$ cat src/rtl/dm_arbiter_pkg.sv
// dm_arbiter_pkg
//   Shared types and default sizes for the data-memory arbiter.
//   grant_t      : who owns the RAM port in the current cycle.
//   last_grant_t : registered record of the previous cycle's grant; a forced
//                  host grant is kept distinct so it cannot repeat back to back.
//   cnt_width()  : bit width needed to hold 0..max_val.
package dm_arbiter_pkg;

    localparam int DEF_ADDR_W   = 16;
    localparam int DEF_DATA_W   = 32;
    localparam int DEF_MAX_WAIT = 8;

    typedef enum logic [1:0] {
        GRANT_NONE = 2'd0,
        GRANT_CORE = 2'd1,
        GRANT_HOST = 2'd2
    } grant_t;

    typedef enum logic [1:0] {
        LG_NONE        = 2'd0,
        LG_CORE        = 2'd1,
        LG_HOST_FREE   = 2'd2,
        LG_HOST_FORCED = 2'd3
    } last_grant_t;

    function automatic int cnt_width(input int max_val);
        return (max_val < 1) ? 1 : $clog2(max_val + 1);
    endfunction

endpackage

$ cat src/rtl/dm_arbiter_if.sv
// dm_arbiter_if
//   Bundles the three ports that meet at the arbiter: the core data port,
//   the host request port and the RAM port.
//   slave  : the arbiter's view (takes requests, drives the RAM).
//   master : the environment's view (core, host and RAM model).
//
// Host handshake: a host transfer happens in a cycle where host_valid and
// host_ready are both 1. Once host_valid is raised, host_we/host_address/
// host_d stay stable and host_valid stays high until that cycle. host_ready
// is a same-cycle combinational answer and never depends on a future cycle.
// A read accepted in cycle N returns host_rdata with a one-cycle host_rvalid
// pulse in cycle N+1. The core side has no handshake: core_stall = 1 means
// the core's access this cycle did not happen and must be repeated.
interface dm_arbiter_if #(
    parameter int ADDR_W = 16,
    parameter int DATA_W = 32
);
    logic              core_req;
    logic              core_we;
    logic [ADDR_W-1:0] core_address;
    logic [DATA_W-1:0] core_d;
    logic [DATA_W-1:0] core_q;
    logic              core_stall;

    logic              host_valid;
    logic              host_ready;
    logic              host_we;
    logic [ADDR_W-1:0] host_address;
    logic [DATA_W-1:0] host_d;
    logic [DATA_W-1:0] host_rdata;
    logic              host_rvalid;

    logic              dm_we;
    logic [ADDR_W-1:0] dm_address;
    logic [DATA_W-1:0] dm_d;
    logic [DATA_W-1:0] dm_q;

    modport slave (
        input  core_req, core_we, core_address, core_d,
        output core_q, core_stall,
        input  host_valid, host_we, host_address, host_d,
        output host_ready, host_rdata, host_rvalid,
        output dm_we, dm_address, dm_d,
        input  dm_q
    );

    modport master (
        output core_req, core_we, core_address, core_d,
        input  core_q, core_stall,
        output host_valid, host_we, host_address, host_d,
        input  host_ready, host_rdata, host_rvalid,
        input  dm_we, dm_address, dm_d,
        output dm_q
    );
endinterface

$ cat src/rtl/dm_wait_counter.sv
// dm_wait_counter
//   Saturating up-counter measuring how long the host has been blocked.
//   clk, rst  : clock, synchronous active-high reset
//   i_clear   : return to zero (wins over i_inc)
//   i_inc     : count up by one, holding at MAX_VAL
//   o_count   : current count
//   o_at_max  : count equals MAX_VAL
module dm_wait_counter
    import dm_arbiter_pkg::*;
#(
    parameter int MAX_VAL = DEF_MAX_WAIT,
    parameter int CNT_W   = cnt_width(MAX_VAL)
) (
    input  logic             clk,
    input  logic             rst,
    input  logic             i_clear,
    input  logic             i_inc,
    output logic [CNT_W-1:0] o_count,
    output logic             o_at_max
);

    localparam logic [CNT_W-1:0] MAX_CNT = CNT_W'(MAX_VAL);

    logic [CNT_W-1:0] r_count;

    assign o_at_max = (r_count == MAX_CNT);
    assign o_count  = r_count;

    always_ff @(posedge clk) begin
        if (rst || i_clear) begin
            r_count <= '0;
        end else if (i_inc && !o_at_max) begin
            r_count <= r_count + CNT_W'(1);
        end
    end

endmodule

$ cat src/rtl/dm_arbiter.sv
// dm_arbiter
//   Shares one single-port data RAM between the core data port and a host
//   port. The core normally wins; the host is forced in once it has been
//   blocked for MAX_WAIT cycles, stalling the core for that one cycle.
//   clk, rst     : clock, synchronous active-high reset
//   bus          : core / host / RAM signals (dm_arbiter_if.slave)
//   o_grant      : this cycle's grant (debug)
//   o_last_grant : registered previous grant (debug)
//   o_wait_cnt   : host blocked-cycle counter (debug)
module dm_arbiter
    import dm_arbiter_pkg::*;
#(
    parameter int ADDR_W   = DEF_ADDR_W,
    parameter int DATA_W   = DEF_DATA_W,
    parameter int MAX_WAIT = DEF_MAX_WAIT,
    parameter int CNT_W    = cnt_width(MAX_WAIT)
) (
    input  logic             clk,
    input  logic             rst,
    dm_arbiter_if.slave      bus,
    output grant_t           o_grant,
    output last_grant_t      o_last_grant,
    output logic [CNT_W-1:0] o_wait_cnt
);

    grant_t            w_grant;
    last_grant_t       r_last_grant;
    last_grant_t       w_last_next;
    logic              w_at_max;
    logic [CNT_W-1:0]  w_wait_cnt;
    logic              w_host_xfer;
    logic              w_dm_we;
    logic [ADDR_W-1:0] w_dm_address;
    logic [DATA_W-1:0] w_dm_d;
    logic              r_rvalid;
    logic [DATA_W-1:0] r_rdata;

    dm_wait_counter #(
        .MAX_VAL (MAX_WAIT),
        .CNT_W   (CNT_W)
    ) u_wait_counter (
        .clk      (clk),
        .rst      (rst),
        .i_clear  (!bus.host_valid || w_host_xfer),
        .i_inc    (bus.host_valid && !w_host_xfer),
        .o_count  (w_wait_cnt),
        .o_at_max (w_at_max)
    );

    // Grant: the host takes the RAM freely when the core is idle, or by force
    // once it has waited MAX_WAIT cycles. A forced grant is never followed by
    // another forced grant, so the core stalls at most one cycle in a row.
    always_comb begin
        w_grant = GRANT_NONE;
        if (!rst) begin
            if (bus.host_valid &&
                (!bus.core_req || (w_at_max && r_last_grant != LG_HOST_FORCED))) begin
                w_grant = GRANT_HOST;
            end else if (bus.core_req) begin
                w_grant = GRANT_CORE;
            end
        end
    end

    // Next last_grant: a host grant is "forced" exactly when the core wanted
    // the RAM in the same cycle.
    always_comb begin
        w_last_next = LG_NONE;
        case (w_grant)
            GRANT_CORE: w_last_next = LG_CORE;
            GRANT_HOST: w_last_next = bus.core_req ? LG_HOST_FORCED : LG_HOST_FREE;
            default:    w_last_next = LG_NONE;
        endcase
    end

    always_ff @(posedge clk) begin
        if (rst) begin
            r_last_grant <= LG_NONE;
        end else begin
            r_last_grant <= w_last_next;
        end
    end

    // RAM port mux and handshake outputs.
    always_comb begin
        w_dm_we        = 1'b0;
        w_dm_address   = '0;
        w_dm_d         = '0;
        bus.host_ready = 1'b0;
        bus.core_stall = 1'b0;
        case (w_grant)
            GRANT_CORE: begin
                w_dm_we      = bus.core_we;
                w_dm_address = bus.core_address;
                w_dm_d       = bus.core_d;
            end
            GRANT_HOST: begin
                w_dm_we        = bus.host_we;
                w_dm_address   = bus.host_address;
                w_dm_d         = bus.host_d;
                bus.host_ready = 1'b1;
                bus.core_stall = bus.core_req;
            end
            default: ;
        endcase
    end

    assign w_host_xfer    = (w_grant == GRANT_HOST);
    assign bus.dm_we      = w_dm_we;
    assign bus.dm_address = w_dm_address;
    assign bus.dm_d       = w_dm_d;
    assign bus.core_q     = bus.dm_q;

    // Host read return path. rvalid is masked by rst so a read accepted just
    // before reset never shows its pulse.
    always_ff @(posedge clk) begin
        if (rst) begin
            r_rvalid <= 1'b0;
            r_rdata  <= '0;
        end else begin
            r_rvalid <= w_host_xfer && !bus.host_we;
            if (w_host_xfer && !bus.host_we) begin
                r_rdata <= bus.dm_q;
            end
        end
    end

    assign bus.host_rvalid = r_rvalid && !rst;
    assign bus.host_rdata  = r_rdata;

    assign o_grant      = w_grant;
    assign o_last_grant = r_last_grant;
    assign o_wait_cnt   = w_wait_cnt;

endmodule

$ cat src/flat_wrapper.sv
// flat-port wrapper written by rule: the top's interface ports become plain ports
module dm_arbiter_flat import dm_arbiter_pkg::*;
#(
    parameter int ADDR_W   = DEF_ADDR_W,
    parameter int DATA_W   = DEF_DATA_W,
    parameter int MAX_WAIT = DEF_MAX_WAIT,
    parameter int CNT_W    = cnt_width(MAX_WAIT)
)
  (clk, rst, o_grant, o_last_grant, o_wait_cnt, bus_core_req, bus_core_we, bus_core_address, bus_core_d, bus_core_q, bus_core_stall, bus_host_valid, bus_host_we, bus_host_address, bus_host_d, bus_host_ready, bus_host_rdata, bus_host_rvalid, bus_dm_we, bus_dm_address, bus_dm_d, bus_dm_q);
  dm_arbiter_if #(.ADDR_W(ADDR_W), .DATA_W(DATA_W)) bus_i ();
  input  logic clk;
  input  logic rst;
  output grant_t o_grant;
  output last_grant_t o_last_grant;
  output logic [CNT_W-1:0] o_wait_cnt;
  input wire logic [$bits(bus_i.core_req)-1:0] bus_core_req;
  input wire logic [$bits(bus_i.core_we)-1:0] bus_core_we;
  input wire logic [$bits(bus_i.core_address)-1:0] bus_core_address;
  input wire logic [$bits(bus_i.core_d)-1:0] bus_core_d;
  output wire logic [$bits(bus_i.core_q)-1:0] bus_core_q;
  output wire logic [$bits(bus_i.core_stall)-1:0] bus_core_stall;
  input wire logic [$bits(bus_i.host_valid)-1:0] bus_host_valid;
  input wire logic [$bits(bus_i.host_we)-1:0] bus_host_we;
  input wire logic [$bits(bus_i.host_address)-1:0] bus_host_address;
  input wire logic [$bits(bus_i.host_d)-1:0] bus_host_d;
  output wire logic [$bits(bus_i.host_ready)-1:0] bus_host_ready;
  output wire logic [$bits(bus_i.host_rdata)-1:0] bus_host_rdata;
  output wire logic [$bits(bus_i.host_rvalid)-1:0] bus_host_rvalid;
  output wire logic [$bits(bus_i.dm_we)-1:0] bus_dm_we;
  output wire logic [$bits(bus_i.dm_address)-1:0] bus_dm_address;
  output wire logic [$bits(bus_i.dm_d)-1:0] bus_dm_d;
  input wire logic [$bits(bus_i.dm_q)-1:0] bus_dm_q;
  assign bus_i.core_req = bus_core_req;
  assign bus_i.core_we = bus_core_we;
  assign bus_i.core_address = bus_core_address;
  assign bus_i.core_d = bus_core_d;
  assign bus_core_q = bus_i.core_q;
  assign bus_core_stall = bus_i.core_stall;
  assign bus_i.host_valid = bus_host_valid;
  assign bus_i.host_we = bus_host_we;
  assign bus_i.host_address = bus_host_address;
  assign bus_i.host_d = bus_host_d;
  assign bus_host_ready = bus_i.host_ready;
  assign bus_host_rdata = bus_i.host_rdata;
  assign bus_host_rvalid = bus_i.host_rvalid;
  assign bus_dm_we = bus_i.dm_we;
  assign bus_dm_address = bus_i.dm_address;
  assign bus_dm_d = bus_i.dm_d;
  assign bus_i.dm_q = bus_dm_q;
  dm_arbiter #(.ADDR_W(ADDR_W), .DATA_W(DATA_W), .MAX_WAIT(MAX_WAIT), .CNT_W(CNT_W)) u_core (.clk(clk), .rst(rst), .bus(bus_i), .o_grant(o_grant), .o_last_grant(o_last_grant), .o_wait_cnt(o_wait_cnt));
endmodule
$ cat config.mk
export PLATFORM = sky130hd
export DESIGN_NAME = dm_arbiter_flat
export DESIGN_NICKNAME = d
export VERILOG_FILES = /design/src/rtl/dm_arbiter_pkg.sv /design/src/rtl/dm_arbiter_if.sv /design/src/rtl/dm_wait_counter.sv /design/src/rtl/dm_arbiter.sv /design/src/flat_wrapper.sv
export SDC_FILE = /design/constraint.sdc
export NUM_CORES = 1
export LEC_CHECK = 0
export CORE_MARGIN = 3
export CORE_UTILIZATION = 29
export CTS_BUF_LIST = sky130_fd_sc_hd__clkbuf_2 sky130_fd_sc_hd__clkbuf_4 sky130_fd_sc_hd__clkbuf_8
export DETAILED_ROUTE_END_ITERATION = 16
export PLACE_DENSITY = 0.8
export SLEW_MARGIN = 40
export SYNTH_ARGS = -nofsm -noshare
export SYNTH_HDL_FRONTEND = slang
export SYNTH_HIERARCHICAL = 1
export SYNTH_SLANG_ARGS = --single-unit
$ cat constraint.sdc
create_clock -name clk -period 2.4 [get_ports clk]
set_clock_uncertainty 0.05 [all_clocks]
set_input_delay 0.24 -clock clk [delete_from_list [all_inputs] [get_ports clk]]
set_output_delay 0.24 -clock clk [all_outputs]
set_load 0.02 [all_outputs]
==> summary.md <==
| Metric | Value |
|---|---|
| Worst-case register-to-register setup slack | `0.02 ns` |
| Required @ worst endpoint | `2.11 ns` |
| Layout-stage area growth over the synthesis result | `113%` |
| Die X | `106 µm` |
| Nets in the synthesized netlist | `475` |
| Cell type of the slowest stage on the worst timing path | `sky130_fd_sc_hd__dfxtp_4` |
| Worst Hold Class | `reg2reg` |
| Post-Layout Cell Count | `713` |
| Pin count of the biggest net entering global routing | `70` |
| PD cells | `316 nW/µm²` |
| Number of DRC markers in iteration 0 | `181` |
| Post-DR wirelength/cell | `19.5 µm` |
| Final number of setup-violating endpoints | `44` |
| Syn. warnings | `6` |
| Share of the core filled with cells | `64.9%` |
| Top-count cell post-synth | `sky130_fd_sc_hd__nor2_1` |
| Termination of the worst setup path | `bus_dm_d[5]` |
| Number of hold buffers added after CTS | `0` |
| R2r worst-path depth | `14` |
| Clock buffer count from CTS | `5` |
| Die Footprint | `11,200 µm²` |
| Area share of the largest cell type after synthesis | `27.1%` |
| Post-route clock period utilization | `105%` |
| Worst vdd rail ir drop | `0.000323 V` |
| Fraction of the yosys area taken by sequential cells | `27.1%` |
| Minimum clock period | `2.51 ns` |
| I/O Pins | `258` |
| Post-synth ARST share | `0%` |
| Cell total after placement | `688` |
| Detailed-route wire length | `13,900 µm` |
| Overall global routing resource usage | `22.4%` |
| Post-Synthesis Cells | `336` |
| Clock transition at path regs | `0.08 ns` |
| Number of routed nets with antenna violations | `0` |
| DR vias | `3,505` |
| Post-route standard cell area excluding fillers | `6140 µm²` |
| Std cell rows | `35` |
| Hold path startpoint | `u_core/bus.host_rdata[16]` |
| Wire length of the first global-routing pass | `20,000 µm` |
| Max-capacitance violation count | `0` |
| Data arrival, critical path | `2.22 ns` |
| Post-synthesis cell area | `2880 µm²` |
| Via-per-instance ratio | `4.92` |
| Biggest area contributors in the synthesized netlist | `sky130_fd_sc_hd__dfxtp_1 (27%), sky130_fd_sc_hd__a22oi_1 (13%), sky130_fd_sc_hd__nand4bb_1 (13%)` |
| Longest individual stage delay on the worst path | `0.37 ns` |
| PnR worst setup slack | `-0.110 ns` |
| Post-place instance area | `5570 µm²` |
| Library cell occupying the most area in the post-synthesis netlist | `sky130_fd_sc_hd__dfxtp_1` |
| Transition time of the tightest slew-check pin | `0.508 ns` |
| Final weighted congestion in routability-driven placement | `0.881` |
| Maximum fanout count along the critical path | `14` |
| Remaining DRCs | `0` |
| Unrepaired setup endpoints after global routing | `yes` |
| HPWL after detailed placement | `9900 µm` |
| Synth Register Bits | `39` |
| Endpoints failing hold | `0` |
| Layout net count | `719` |
| Total Power Consumption | `1.94 mW` |
| Total core area | `9460 µm²` |
| Endpoint kind of the worst setup timing path | `output pin` |
| Fmax | `398 MHz` |
| Antenna violations before repair | `3` |
| Outcome | `finished, violations left` |
| Number of buffer cells added on primary ports | `257` |
| Clock latency on the worst-skew pair | `0.29 ns` |
| Worst r2r src | `u_core/u_wait_counter/o_count[0]` |
| # H-tree levels | `2` |
| Number of buffers on the longest clock path | `2` |
| Starting Density | `30.4%` |
| Violations in the final reports | `setup timing` |
| Number of distinct library cell variants in the gate-level netlist after synthesis | `30` |
| Ys flop type | `sky130_fd_sc_hd__dfxtp_1` |
| Worst Setup SP | `u_core/u_wait_counter/o_count[0]` |
| Post-placement setup slack | `-0.314 ns` |
| Worst reg2reg endpoint | `u_core/u_wait_counter/o_count[2]` |
| Max-slew violations | `0` |
| Worst relative slew slack | `66.2%` |
| Final global-route overflow total | `0` |
| CTS Root Cell | `sky130_fd_sc_hd__clkbuf_8` |
| Via count of the first global-routing pass | `3,668` |
| Most frequent cells after synthesis | `sky130_fd_sc_hd__nor2_1 (50), sky130_fd_sc_hd__a22oi_1 (49), sky130_fd_sc_hd__dfxtp_1 (39), sky130_fd_sc_hd__nand2b_1 (35), sky130_fd_sc_hd__buf_4 (34)` |
| CTS tree | `built` |
| Height of the chip | `106 µm` |
| Fraction of final layout cells sized beyond drive strength 1 | `37.2%` |
| Ordered cell list for the critical path | `inv_4 > ha_4 > nand3b_4 > inv_4 > nand2b_4 > and4b_2 > ha_4 > buf_12 > buf_12 > a22oi_2 > nor2_1 > buf_4` |
| Fill cells | `755` |
| Clk sink count | `39` |
| Leakage power total | `2.25 nW` |
| Router iterations before antenna repair | `4` |
| Post-synthesis area per instance | `8.57 µm²` |
| Worst Setup Path Type | `reg2out` |
| Number of synthesized flops with an enable pin | `0` |
| Type of origin of the critical path | `flop` |
cells in the final DEF, fill, tap and decap left out, drive strengths merged:
master | Yosys | routed
and4b | 1 | 1
a31oi | 1 | 1
ha | 5 | 5
nand3b | 1 | 1
clkdlybuf4s50 | 0 | 203
inv | 6 | 8
nand3 | 3 | 3
nand2b | 35 | 35
and2 | 1 | 1
dlygate4sd2 | 0 | 1
nand2 | 3 | 3
nor2 | 50 | 50
or3 | 1 | 1
diode | 0 | 3
nor3 | 1 | 1
dfxtp | 39 | 39
and2b | 1 | 1
nor2b | 3 | 3
nand4b | 1 | 1
a21boi | 3 | 3
o21ai | 34 | 34
nand4bb | 32 | 32
xor2 | 1 | 1
dlymetal6s2s | 0 | 1
nand4 | 1 | 1
buf | 50 | 92
clkbuf | 13 | 8
a22oi | 49 | 49
a31o | 1 | 1
clkinvlp | 0 | 1
timing repair:
action,CTS,global route
cloned,5,3
pin swaps,12,16
setup buffers,7,0
resized for setup,275,61
endpoints found under the setup margin,86,63
layer usage:
metal  wire (µm)  GRT usage (%)  part of all wire, %
met5           0              0                    0
met4         425           8.33                  3.1
met3        1090           6.37                  7.9
met2        7290           41.9                   52
met1        5090           23.6                   37
worst max-delay path: cells and delay by family, from the launching register on:
| family | cells | cell delay, ns |
|---|---|---|
| AND/OR/NAND/NOR | 4 | 0.51 |
| flip-flops | 1 | 0.37 |
| AO/OA/AOI/OAI | 1 | 0.17 |
| adder cells (fa/ha/maj) | 2 | 0.35 |
| buffers and inverters | 5 | 0.51 |
final cells by class:
cell class                      instances  area [µm²]  share of cell area [%]
Antenna cell                            3        7.51                   0.122
Clock buffer                            5        68.8                    1.12
Clock inverter                          3        22.5                   0.367
Inverter                                6        30.0                   0.489
Multi-Input combinational cell        228        2000                    32.6
Sequential cell                        39         786                    12.8
Tap cell                              129         161                    2.63
Timing Repair Buffer                  300        3060                    49.8
worst min-delay path by stage:
stage	depth (start not counted)	end
final	2	u_core/bus.host_rdata[16]
after global routing	2	u_core/bus.host_rdata[18]
after CTS	2	u_core/bus.host_rdata[16]
after detailed placement	2	u_core/bus.host_rdata[16]
after global placement	2	u_core/bus.host_rdata[18]
after floorplan	1	u_core/u_wait_counter/o_count[3]
kinds of logic (layout without fill, tap and decap cells):
group,after synthesis,after routing,share of synthesized area [%]
compound gates,88,88,24.0
xor+xnor,1,1,0.304
fa+ha+maj,5,5,2.17
buf+inv,69,314,15.7
flops,39,39,27.1
other cells,0,3,0
simple gates,134,134,30.7
registers in the layout, indices dropped and copies added (netlist names):
signal / flops
u_core/bus.host_rdata: 32
u_core/u_wait_counter/o_count: 4
u_core/o_last_grant: 2
u_core/r_rvalid: 1
power breakdown:
group          total (mW)  leakage, nW  switching [mW]  internal [mW]
sequential          0.665        0.317         0.00719          0.658
clock               0.470       0.0451           0.261          0.209
combinational       0.805         1.89           0.346          0.459
total                1.94         2.25           0.615           1.33
metrics by stage:
| step | setup TNS, ns | hold WS [ns] |
|---|---|---|
| 2_1_floorplan | -0.0132 | 0.267 |
| 3_3_place_gp | -8.44 | 0.411 |
| 3_5_place_dp | -15.02 | 0.415 |
| 4_1_cts | -2.53 | 0.429 |
| 5_1_grt | -6.86 | 0.444 |
| 6_report | -2.71 | 0.425 |
No activity file was read; power rests on OpenSTA's default activity.
==> RTL edit 1 (config.mk and constraints unchanged) <==
Reset style: asynchronous (`rst`), changed in 2 clocked blocks. Comments in the files are not updated.
--- a/src/rtl/dm_arbiter.sv
+++ b/src/rtl/dm_arbiter.sv
@@ -73,7 +73,7 @@
         endcase
     end
 
-    always_ff @(posedge clk) begin
+    always_ff @(posedge clk or posedge rst) begin
         if (rst) begin
             r_last_grant <= LG_NONE;
         end else begin
@@ -113,7 +113,7 @@
 
     // Host read return path. rvalid is masked by rst so a read accepted just
     // before reset never shows its pulse.
-    always_ff @(posedge clk) begin
+    always_ff @(posedge clk or posedge rst) begin
         if (rst) begin
             r_rvalid <= 1'b0;
             r_rdata  <= '0;
Function: differs if rst is asserted again (counterexample within 4 cycles, from zero or initial values and one cycle with rst high); with rst held inactive, the same outputs for 10 cycles.
==> RTL edit 1 against the unedited design <==
The flow still finishes with violations (setup timing); worst setup slack improved by 0.037 ns; sequential cell count unchanged; cell area increased by 0.47%; cell count decreased by 12%; via count decreased by 14%; largest power group unchanged; power increased by 48%; clock power increased by 23%; routed wire length decreased by 12%; synthesized area decreased by 8.6%; critical path depth unchanged; critical endpoint is now bus_dm_address[6]; critical path type unchanged.
==> RTL edit 1: results (changes against the unedited design) <==
sequential power 0.870 mW (+31%); setup TNS -0.442 ns (+2.27 ns); Comb. pwr 1.42 mW (+76%); DP HPWL 8.87 mm (-10%); final non-filler cell total 625 (-12%); first-pass GRT wire length 16.7 mm (-17%); Slew @ Worst Pin 0.423 ns (-0.0848 ns); Reg power frac 30.3% (-4.0 points); mean routed wirelength per cell 19.5 um (+0.29%); gpl congestion 0.932 (+5.7%); Critical-path top delay cell dfxtp_2; worst-path fanout max 7 (-7); clock-pin transition on the worst setup and hold timing paths 0.08 ns (about the same); Placed Instances 599 (-13%); Commonest cells post-synth nor2_1, a22oi_1, dfrtp_1; synth top area cells dfrtp_1, mux2_4, a22oi_1; Final nets 654 (-9.0%); switching part of the total power 32.0% (+0.36 points); max FFs per register 32 (unchanged); min-delay worst type primary input to async pin; Arr. time, crit path 2.18 ns (-0.04 ns); Avg Inst Size Synth 10.2 sq um (+19%); failing checks setup timing; CP max stage delay 0.35 ns (-0.02 ns); global routing usage on met1 21.1% (-2.5 points); Cell Area, Placed 5400 sq um (-3.1%); Synth cell types 32 (+6.7%); final worst slack -0.0730 ns (+0.0373 ns); main flop type after synthesis dfrtp_1; sequential cell area fraction in the yosys report 36.3% (+9.2 points); Worst IR Drop VDD 362 uV (+12%); RR Startpoint u_core/u_wait_counter/o_count[1]$_SDFFE_PP0P_; share of layout cells above drive strength 1 47.1% (+9.9 points); GRT met3 Usage 6.96% (+0.59 points); initial antenna violation count 1 (-2); total track usage 20.6% (-1.8 points); final setup vio count 15 (-66%); Syn Nets 398 (-16%); DR iter-0 viols 41 (-77%); status finished with violations; pin count of the biggest net entering global routing 34 (-51%); Leak 2.43 nW (+7.8%); vias per cell 4.85 (-1.3%); worst slack, placed -0.345 ns (-0.0317 ns); grt met2 use 37.7% (-4.2 points); Async SR Flop Fraction 89.7% (+90 points)
## RTL edit 1: routing by layer
metal	share of wire [%]	wire length, um
met1	34	4190
met2	51	6260
met3	9.7	1180
met4	4.8	581
met5	0	0
## RTL edit 1: cells by family after synthesis
family | Yosys count | share of synthesized area, %
buffers and inverters | 58 | 15.4
AND/OR/NAND/NOR | 68 | 11.8
flip-flops | 39 | 36.3
multiplexers | 32 | 17.8
adder cells (fa/ha/maj) | 5 | 2.38
AO/OA/AOI/OAI | 56 | 15.9
XOR/XNOR | 1 | 0.333
## RTL edit 1: final cells by class
| cell class | instances | area, sq um |
|---|---|---|
| flip-flops and latches | 39 | 958 |
| fillers | 608 | 2590 |
| well taps | 108 | 135 |
| diodes | 1 | 2.50 |
| repair buffers | 300 | 3160 |
| multi-input cells | 162 | 1760 |
| clock inverters | 2 | 38.8 |
| clock buffers | 6 | 82.6 |
| inverters | 7 | 32.5 |
## RTL edit 1: timing repair
action | CTS | global route
hold buffers | 0 | 0
resized for setup | 280 | 97
endpoints found under the setup margin | 52 | 54
pin swaps | 9 | 16
setup buffers | 5 | 7
hold endpoints to repair | 0 | 0
gates cloned | 2 | 5
## RTL edit 1: final timing paths
path	end	slack (ns)	depth (start not counted)
setup reg to reg	u_core/u_wait_counter/o_count[2]$_SDFFE_PP0P_	0.12	13
hold reg to reg	u_core/bus.host_rdata[24]$_DFFE_PP0P_	0.46	1
setup / recovery	bus_dm_address[6]	-0.07	12
min in group clk	u_core/bus.host_rdata[24]$_DFFE_PP0P_	0.46	1
max in group asynchronous	u_core/bus.host_rdata[21]$_DFFE_PP0P_	1.52	3
hold / removal	u_core/o_last_grant[1]$_DFF_PP0_	0.31	3
==> RTL edit 2 (same flow settings) <==
Without the edit above. The package constant `DEF_DATA_W` goes from 32 to 36.
--- a/src/rtl/dm_arbiter_pkg.sv
+++ b/src/rtl/dm_arbiter_pkg.sv
@@ -7,7 +7,7 @@
 package dm_arbiter_pkg;
 
     localparam int DEF_ADDR_W   = 16;
-    localparam int DEF_DATA_W   = 32;
+    localparam int DEF_DATA_W   = 36;
     localparam int DEF_MAX_WAIT = 8;
 
     typedef enum logic [1:0] {
Ports: changed (6 resized); port bits go from 258 to 282. No check against the original RTL was run, so the function may have changed too.
==> RTL edit 2 against the unedited design <==
The flow still finishes with violations (setup timing); first-iteration DRC count grew 6.6%; routed wire length grew 8.9%; cell area grew 10%; sequential share of layout area is essentially flat; synthesized area grew 12%; power grew 10%; worst setup slack gained 0.0077 ns; sequential cell count grew 4; critical path type unchanged.
==> RTL edit 2: results (changes against the unedited design) <==
total track usage 22.7% (+0.30 points); # fillers 833 (+10%); hold_sp rst; switching part of the total power 31.4% (-0.27 points); Hold Path Stages 3 (+1); Final nets 778 (+8.2%); crit path from u_core/u_wait_counter/o_count[0]$_SDFFE_PP0P_; final setup vio count 47 (+6.8%); max FFs per register 36 (+13%); Synth cell types 33 (+10%); register-to-register setup slack 0.07 ns (+0.05 ns); Commonest cells post-synth nor2_1, a22oi_1, dfxtp_1; global routing usage on met1 23.9% (+0.35 points); Buffers on Ports 281 (+9.3%); final non-filler cell total 765 (+7.3%); Hold Path Sink u_core/o_last_grant[0]$_SDFF_PP0_; GRT met3 Usage 7.28% (+0.91 points); Cell Area, Placed 6110 sq um (+9.7%); vias per cell 5.02 (+2.2%); grt met2 use 41.9% (+0.044 points); worst-path fanout max 8 (-6); status finished with violations; first-pass GRT wire length 22.7 mm (+13%); DP HPWL 10.9 mm (+10%); share of layout cells above drive strength 1 41.4% (+4.2 points); Slew @ Worst Pin 0.568 ns (+0.0599 ns); worst slack, placed -0.292 ns (+0.0216 ns); pin count of the biggest net entering global routing 78 (+11%); Syn Nets 522 (+9.9%); vias in the first global route 4053 (+10%); initial antenna violation count 2 (-1); Worst IR Drop VDD 273 uV (-15%); Placed Instances 740 (+7.6%); synth top area cells dfxtp_1, nand4bb_1, a22oi_1; sequential cell area fraction in the yosys report 26.7% (-0.39 points); gpl congestion 0.962 (+9.1%); DR iter-0 viols 193 (+6.6%); min-delay worst type primary input to flop; fin area 6770 sq um (+10%); Worst R2R End u_core/u_wait_counter/o_count[2]$_SDFFE_PP0P_; final worst slack -0.103 ns (+0.00765 ns); failing checks setup timing; Leak 2.41 nW (+7.0%)
-- RTL edit 2: cell count changes after synthesis, sizes merged, moves of 4 or more --
cell / change
buf: +12
a22oi: +4
dfxtp: +4
nand2b: +4
nand4bb: +4
nor2: +4
o21ai: +4
-- RTL edit 2: repair_timing --
item,4_1_cts,5_1_grt
endpoints found under the setup margin,85,57
gates resized for setup,315,64
gates cloned,4,3
pin swaps,6,17
setup buffers,8,5
hold buffers,0,0
-- RTL edit 2: how the worst max path moves through the flow --
stage                              end  slack (ns)  depth (start not counted)
CTS                  bus_dm_address[7]       -0.10                         12
finish                    bus_dm_d[22]       -0.10                         12
floorplan           bus_dm_address[10]      -0.005                         11
global placement     bus_dm_address[6]       -0.24                          8
detailed placement        bus_dm_d[32]       -0.29                          8
global route              bus_dm_d[22]       -0.17                         12
-- RTL edit 2: logic make-up after synthesis --
kind of cell               share of synthesized area [%]
DFF                                                 26.7
and+or+nand+nor                                     30.4
xor gates and xnor gates                           0.272
buffers and inverters                               17.6
AOI/OAI and AO/OA                                   23.0
adders and majority gates                           1.94
-- RTL edit 2: power groups by stage --
| stage | sequential [mW] | combinational (mW) | clock [mW] |
|---|---|---|---|
| detailed placement | 0.750 | 0.792 | 0 |
| global placement | 0.749 | 0.783 | 0 |
| CTS | 0.734 | 0.857 | 0.526 |
| global route | 0.736 | 0.934 | 0.548 |
| floorplan | 0.766 | 0.350 | 0 |
| finish | 0.734 | 0.894 | 0.508 |
-- RTL edit 2: cell type report --
class	count	share of cell area, %
Clock buffer	6	1.22
Antenna cell	1	0.0370
Inverter	6	0.444
Multi-Input combinational cell	248	33.6
Tap cell	136	2.51
Timing Repair Buffer	323	49.2
Clock inverter	2	0.222
Sequential cell	43	12.8
-- RTL edit 2: through the flow --
stage | setup TNS [ns] | power (mW) | utilization, % | hold WS (ns)
2_1_floorplan | -0.0228 | 1.12 | - | 0.267
3_3_place_gp | -15.17 | 1.53 | 57.9 | 0.410
3_5_place_dp | -19.91 | 1.54 | 57.9 | 0.416
4_1_cts | -1.99 | 2.12 | 61.9 | 0.231
5_1_grt | -6.09 | 2.22 | 64.1 | 0.249
6_report | -2.16 | 2.14 | 64.1 | 0.252
-- RTL edit 2: worst max-delay path, stage by stage (launching register included) --
cell	delay [ns]
dfxtp_4	0.36
inv_4	0.04
ha_4	0.15
nand3b_4	0.08
inv_4	0.04
nand2b_4	0.13
and4b_2	0.24
ha_4	0.19
buf_12	0.13
buf_12	0.14
a22oi_2	0.22
nor2_2	0.06
buf_6	0.13
-- RTL edit 2: metal layers --
metal	share of wire (%)	wire length, um
met1	36	5510
met4	3.4	521
met2	51	7790
met5	0.086	13
met3	8.6	1300
